$ cat src/rtl/instr_fetch.sv
// Instruction fetch stage: PC register, synchronous-read instruction memory and a two-register
// output pipeline with valid/ready handshake, redirect and decoded field slices.
module instr_fetch #(
  parameter int unsigned     WIDTH    = 32,
  parameter int unsigned     DEPTH    = 64,
  parameter logic [WIDTH-1:0] RESET_PC = '0
) (
  input  logic                     iClk,
  input  logic                     iRstN,
  input  logic                     iWrEn,
  input  logic [$clog2(DEPTH)-1:0] iWrAddr,
  input  logic [WIDTH-1:0]         iWrData,
  input  logic                     iRedirect,
  input  logic [WIDTH-1:0]         iRedirectPC,
  input  logic                     iReady,
  output logic                     oValid,
  output logic [WIDTH-1:0]         oInstr,
  output logic [WIDTH-1:0]         oPC,
  output logic [6:0]               oOpcode,
  output logic [4:0]               oRD,
  output logic [2:0]               oFunct3,
  output logic [4:0]               oRS1,
  output logic [4:0]               oRS2,
  output logic [6:0]               oFunct7
);

  localparam int unsigned AW = $clog2(DEPTH);

  logic [WIDTH-1:0] mem [DEPTH];

  logic [WIDTH-1:0] pc_q, pc_d;
  logic [WIDTH-1:0] rdata_q, rdata_d;
  logic [WIDTH-1:0] rpc_q, rpc_d;
  logic             rvalid_q, rvalid_d;
  logic [WIDTH-1:0] instr_q, instr_d;
  logic [WIDTH-1:0] opc_q, opc_d;
  logic             valid_q, valid_d;
  logic             advance;
  logic [AW-1:0]    rd_idx;
  logic             unused_bits;

  assign unused_bits = ^iRedirectPC[1:0];

  // Word index wraps modulo DEPTH; the full PC still travels with the data.
  assign rd_idx  = pc_q[AW+1:2];
  assign advance = !valid_q || iReady;

  // Writes are not gated by reset so boot logic can load the program while the core is held.
  always_ff @(posedge iClk) begin
    if (iWrEn) begin
      mem[iWrAddr] <= iWrData;
    end
  end

  always_comb begin
    pc_d     = pc_q;
    rdata_d  = rdata_q;
    rpc_d    = rpc_q;
    rvalid_d = rvalid_q;
    instr_d  = instr_q;
    opc_d    = opc_q;
    valid_d  = valid_q;
    if (iRedirect) begin
      pc_d     = {iRedirectPC[WIDTH-1:2], 2'b00};
      rvalid_d = 1'b0;
      valid_d  = 1'b0;
    end else if (advance) begin
      // mem is sampled before this edge's write lands, giving read-before-write on collision.
      rdata_d  = mem[rd_idx];
      rpc_d    = pc_q;
      rvalid_d = 1'b1;
      pc_d     = pc_q + WIDTH'(4);
      instr_d  = rdata_q;
      opc_d    = rpc_q;
      valid_d  = rvalid_q;
    end
  end

  always_ff @(posedge iClk) begin
    if (!iRstN) begin
      pc_q     <= RESET_PC;
      rdata_q  <= '0;
      rpc_q    <= '0;
      rvalid_q <= 1'b0;
      instr_q  <= '0;
      opc_q    <= '0;
      valid_q  <= 1'b0;
    end else begin
      pc_q     <= pc_d;
      rdata_q  <= rdata_d;
      rpc_q    <= rpc_d;
      rvalid_q <= rvalid_d;
      instr_q  <= instr_d;
      opc_q    <= opc_d;
      valid_q  <= valid_d;
    end
  end

  assign oValid  = valid_q;
  assign oInstr  = instr_q;
  assign oPC     = opc_q;
  assign oOpcode = instr_q[6:0];
  assign oRD     = instr_q[11:7];
  assign oFunct3 = instr_q[14:12];
  assign oRS1    = instr_q[19:15];
  assign oRS2    = instr_q[24:20];
  assign oFunct7 = instr_q[31:25];

endmodule

$ cat config.mk
export PLATFORM = sky130hd
export DESIGN_NAME = instr_fetch
export DESIGN_NICKNAME = d
export VERILOG_FILES = /design/src/rtl/instr_fetch.sv
export SDC_FILE = /design/constraint.sdc
export NUM_CORES = 2
export LEC_CHECK = 0
export CAP_MARGIN = 10
export CORE_ASPECT_RATIO = 1.4
export CORE_MARGIN = 1
export CORE_UTILIZATION = 47
export CTS_BUF_LIST = sky130_fd_sc_hd__clkbuf_4 sky130_fd_sc_hd__clkbuf_8
export DETAILED_ROUTE_END_ITERATION = 6
export HOLD_SLACK_MARGIN = 0.05
export PLACE_DENSITY = 0.65
export SYNTH_ARGS = -nofsm -noshare
export SYNTH_HDL_FRONTEND = slang
export SYNTH_SLANG_ARGS = --single-unit
$ cat constraint.sdc
create_clock -name iClk -period 4.2 [get_ports iClk]
set_clock_uncertainty 0.15 [all_clocks]
set_input_delay 0.84 -clock iClk [delete_from_list [all_inputs] [get_ports iClk]]
set_output_delay 0.84 -clock iClk [all_outputs]
set_load 0.1 [all_outputs]
After elaboration in Yosys (flattened, before gate mapping)
Memories as Yosys holds them, arrays and structs flattened. A register that Yosys moved wholly into a read port is not among the register bits. Index checks and enable logic that the tools add are counted.

Add/subtract/negate cells: 1. Muxes and demuxes: 4. Bitwise operators: 2. Reduce and logical (&&, ||, !) cells: 6.

Operators by type and width (count): $mux W32 (2); $add A32 B3 Y32 const B (1); $logic_not A1 Y1 (2); $mux W1 (2); $not A1 Y1 (2); $reduce_and A2 Y1 (1); $reduce_bool A2 Y1 (1); $reduce_or A2 Y1 (1); $logic_or A1 B1 Y1 (1).

Bits in registers: 130. RAM bits: 2048. Bits of input ports: 75. Output and inout bits: 97. Word-level logic and storage cells: 21. Memories kept: 1.

Memory list: mem (depth 64, width 32, rd ports 1, clocked after memory_dff 1, write ports 1, RTL line 29) `logic [WIDTH-1:0] mem [DEPTH];`.

Depth between registers and ports, before layout
Depth in word-level cells: 4. Depth in mapped cells: 11. Mapped depth without buffers: 6.

Worst setup path after synthesis
Ideal clock, no wire load.

Path kind: input -> register. Start point: input port iWrAddr[4]. End point: memory mem[36][0] (enable). Library setup time: 461 ps. Data arrival time: 3690 ps. Required time: 3589 ps. Setup slack: -101 ps. Stages: 4. Path buffers: 1. Cells stage by stage: clkbuf_1 -> nor4bb_1 -> nand2_1 -> nor3_1.

RTL lines: start, declared (RTL line 11) `input logic [$clog2(DEPTH)-1:0] iWrAddr,`; end, declared (RTL line 29).

Straight into the memory's write port.

Worst setup path after layout
Start point: register instr_q[16] (netlist: oInstr[16]). End point: output port oRS1[1].

RTL lines: start, declared (RTL line 35) `logic [WIDTH-1:0] instr_q, instr_d;`; start signal, assigned (RTL line 93) `instr_q <= instr_d;`; end, declared (RTL line 22) `output logic [4:0] oRS1,`.

No word-level cell between the ends.

==> impl_results.md <==
- Initial antenna violation count: 20
- Max cap viols: 0
- Critical path class: reg -> out
- Die span in y: 504.9 um
- Largest net degree at the start of global routing: 91
- Post-DP HPWL: 127,000 um
- # rows: 184
- Via count: 43.17k
- Wire per inst: 30.11 um
- Synthesized area: 84,920 sq um
- CP arrival: 2.67 ns
- Fin util: 53.67%
- Routed Wire Length: 215,600 um
- Final Power: 0.04384 W
- Synth Register Bits: 2,204
- Total GRT Usage: 23.75%
- Drt drc: 3
- Worst Hold Class: in -> reg
- Tcrit/Tclk final: 87.07%
- CTS resizes: 0
- CP peak stage delay: 1.19 ns
- Hold buffer count at cts: 0
- Final Hold Vio Count: 0
- Failing checks: DRC
- Cells after Synth: 4,207
- Clk slew on worst S/H paths: 0.06 ns
- Nets@finish: 4,699
- Root buffer cell: clkbuf_8
- Unique masters post-synth: 80
- Pwr dens: 454.9 nW/um^2
- Core area: 179,600 sq um
- R2R Setup Slk: 0.83 ns
- CP Max Fanout: 3
- Setup TNS: 0 ns
- Via density: 6.029
- Buffer and inverter count on the worst path: 1
- CTS tree: yes
- EDFF count, synth: 2,048
- LEAKAGE: 29.87 nW
- Placed cell area: 90,380 sq um
- Area growth syn-to-layout: 13.48%
- Tmin final: 3.657 ns
- Most used DFF post-synth: edfxtp_1
- DIE WIDTH: 361.2 um
- CTS Buf Count: 325
- Yosys synthesis warning count: 0
- Max Freq: 0.2735 GHz
- Final ANT Viol Nets: 0
- Initial Util: 47.29%
- Critical path's top delay family: buffers and inverters
- Kind of end point of the critical path: output pin
- Routability Congestion: 0.8192
- CTS H-tree depth: 5
- CTS Sinks: 2,204
- RSZ-0062 raised after global routing: no
- Maximum clock path buffer count: 4
- DIE AREA: 182,400 sq um
- First-pass GRT wire length: 309,300 um
- Design Area, Final: 96,370 sq um
- Postcts setup bufs: 0
- Via count of the first global-routing pass: 44.19k
- DR pass1 iterations: 7
- Clock latency on the worst-skew pair: 1.04 ns
- Sequential share of the synthesized area: 76.10%
- Total global routing overflow: 0
- Setup-failing EPs final: 0
- FFs w/ async S/R, synth: 0%
- Layout cell share with drive strength beyond 1: 26.71%
- Worst path cell trace: clkdlybuf4s50_1
- Average size of a mapped cell: 20.19 sq um
- Worst-margin pin slew: 1.284 ns
- Io pins: 172
- DR iter-0 viols: 4,479
- Relative slew slack: 14.42%
- Pins Over Slew Limit: 0
- Status: finished with violations
- CP required: 3.21 ns
- Hold_ws: 0.1940 ns
- Port buffer count: 167
- Worst setup SP type: flip-flop
- VDD IR-drop max: 430.0 uV
- Critical-path top delay cell: clkdlybuf4s50_1
[cells in the final DEF, fill, tap and decap left out, drive strengths merged, types with 5 or more instances in the layout]
cell type	count
clkinvlp	5
a32oi	10
edfxtp	2048
mux2	23
a2111oi	7
a22oi	19
clkdlybuf4s50	134
a211o	9
nor2	145
o211ai	13
nand3	45
buf	233
o221ai	10
nand2b	9
xnor2	15
nor4	24
or3	10
a22o	14
mux4	495
a31oi	7
mux2i	131
nand4	18
a221oi	7
nor3	37
diode	5
nand3b	8
o21ai	57
clkinv	88
a211oi	14
a32o	5
and2	7
a311oi	8
a21oi	139
dfxtp	156
nand2	303
clkbuf	433
o22ai	56
inv	15
nor2b	17
[per-layer routing]
metal  share of wire [%]  global-route usage, %  up-vias
li1                    -                      -    18070
met1                  37                  29.31    22840
met2                  53                  41.88     1892
met3                 7.5                  4.827      354
met4                 2.6                  7.370       20
met5               0.066                      0        -
[stage by stage]
step,setup WS [ns],std cells
final,0.5431,7160
after global routing,0.4917,7157
after CTS,0.4503,7153
after detailed placement,0.6397,6619
after global placement,0.6488,6619
after floorplan,0.7086,4208
[path summary, 6_finish.rpt]
kind,from,to,cells after the start
setup / recovery,oInstr[16]$_SDFFE_PN0P_,oRS1[1],1
hold / removal,iWrData[27],mem[13][27]$_DFFE_PP_,1
setup reg to reg,pc_q[2]$_SDFFE_PN0P_,rdata_q[3]$_SDFFE_PN0P_,6
hold reg to reg,rpc_q[31]$_SDFFE_PN0P_,oPC[31]$_SDFFE_PN0P_,2
[registers in the layout, summed over array words and instances, names as in the netlist]
signal and flops:
rpc_q 30, mem 2048, oPC 30, pc_q 30
oInstr 32, oValid 1, rvalid_q 1, rdata_q 32
[synth_stat cells (6+ instances only)]
library cell     n  area (sq um)
or3_1            9         56.30
a221oi_1         7         61.31
nand2_1        302          1134
a211oi_1        14         105.1
mux2i_1        131          1311
buf_4           82         615.6
mux4_1          28         735.7
a211o_1          9         78.83
nand4_1         18         112.6
nand2b_1         9         56.30
xnor2_1         15         131.4
nor2b_1         17         106.4
nand3_1         44         220.2
buf_1           11         41.29
a21oi_1        139         695.7
a311oi_1         8         70.07
mux4_2         467         10520
o22ai_1         56         350.3
nor2_1         145         544.3
buf_12           6         120.1
and2_1           6         37.54
a22o_1          14         122.6
a22oi_1         19         142.6
edfxtp_1      2048         61500
o221ai_1        10         87.58
clkbuf_1        86         322.8
inv_1           10         37.54
nor3_1          36         180.2
nor4_1          19         118.9
buf_2           60         300.3
buf_6           31         349.1
mux2_2          23         259.0
nand3b_1         8         60.06
dfxtp_1        156          3123
a32oi_1         10         87.58
a31oi_1          7         43.79
o21ai_1          6         30.03
o21ai_0         51         255.2
o211ai_1        13         97.59
[cell type report]
cell class / instances / area (sq um)
Timing Repair Buffer: 367 / 3834
Inverter: 11 / 46.29
Sequential cell: 2204 / 64640
Tap cell: 2325 / 2909
Clock buffer: 433 / 5378
Fill cell: 13710 / 83200
Multi-Input combinational cell: 1714 / 19000
Antenna cell: 5 / 12.51
Clock inverter: 101 / 554.3
[logic make-up after synthesis]
| kind of cell | after synthesis | share of synthesized area (%) |
|---|---|---|
| muxes | 649 | 15.10 |
| AOI/OAI and AO/OA | 400 | 3.046 |
| DFF | 2204 | 76.10 |
| and+or+nand+nor | 644 | 3.415 |
| buffers and inverters | 290 | 2.136 |
| other | 1 | 0.004416 |
| xor gates and xnor gates | 18 | 0.1857 |
| adders and majority gates | 1 | 0.01473 |
[power breakdown]
part	internal (W)	switching, W	total [W]	leakage (nW)
clock	0.00851	0.00779	0.0163	3.14
combinational	0.00118	0.00200	0.00317	7.02
sequential	0.0242	0.000161	0.0244	19.7
(Power assumes the default switching activity.)
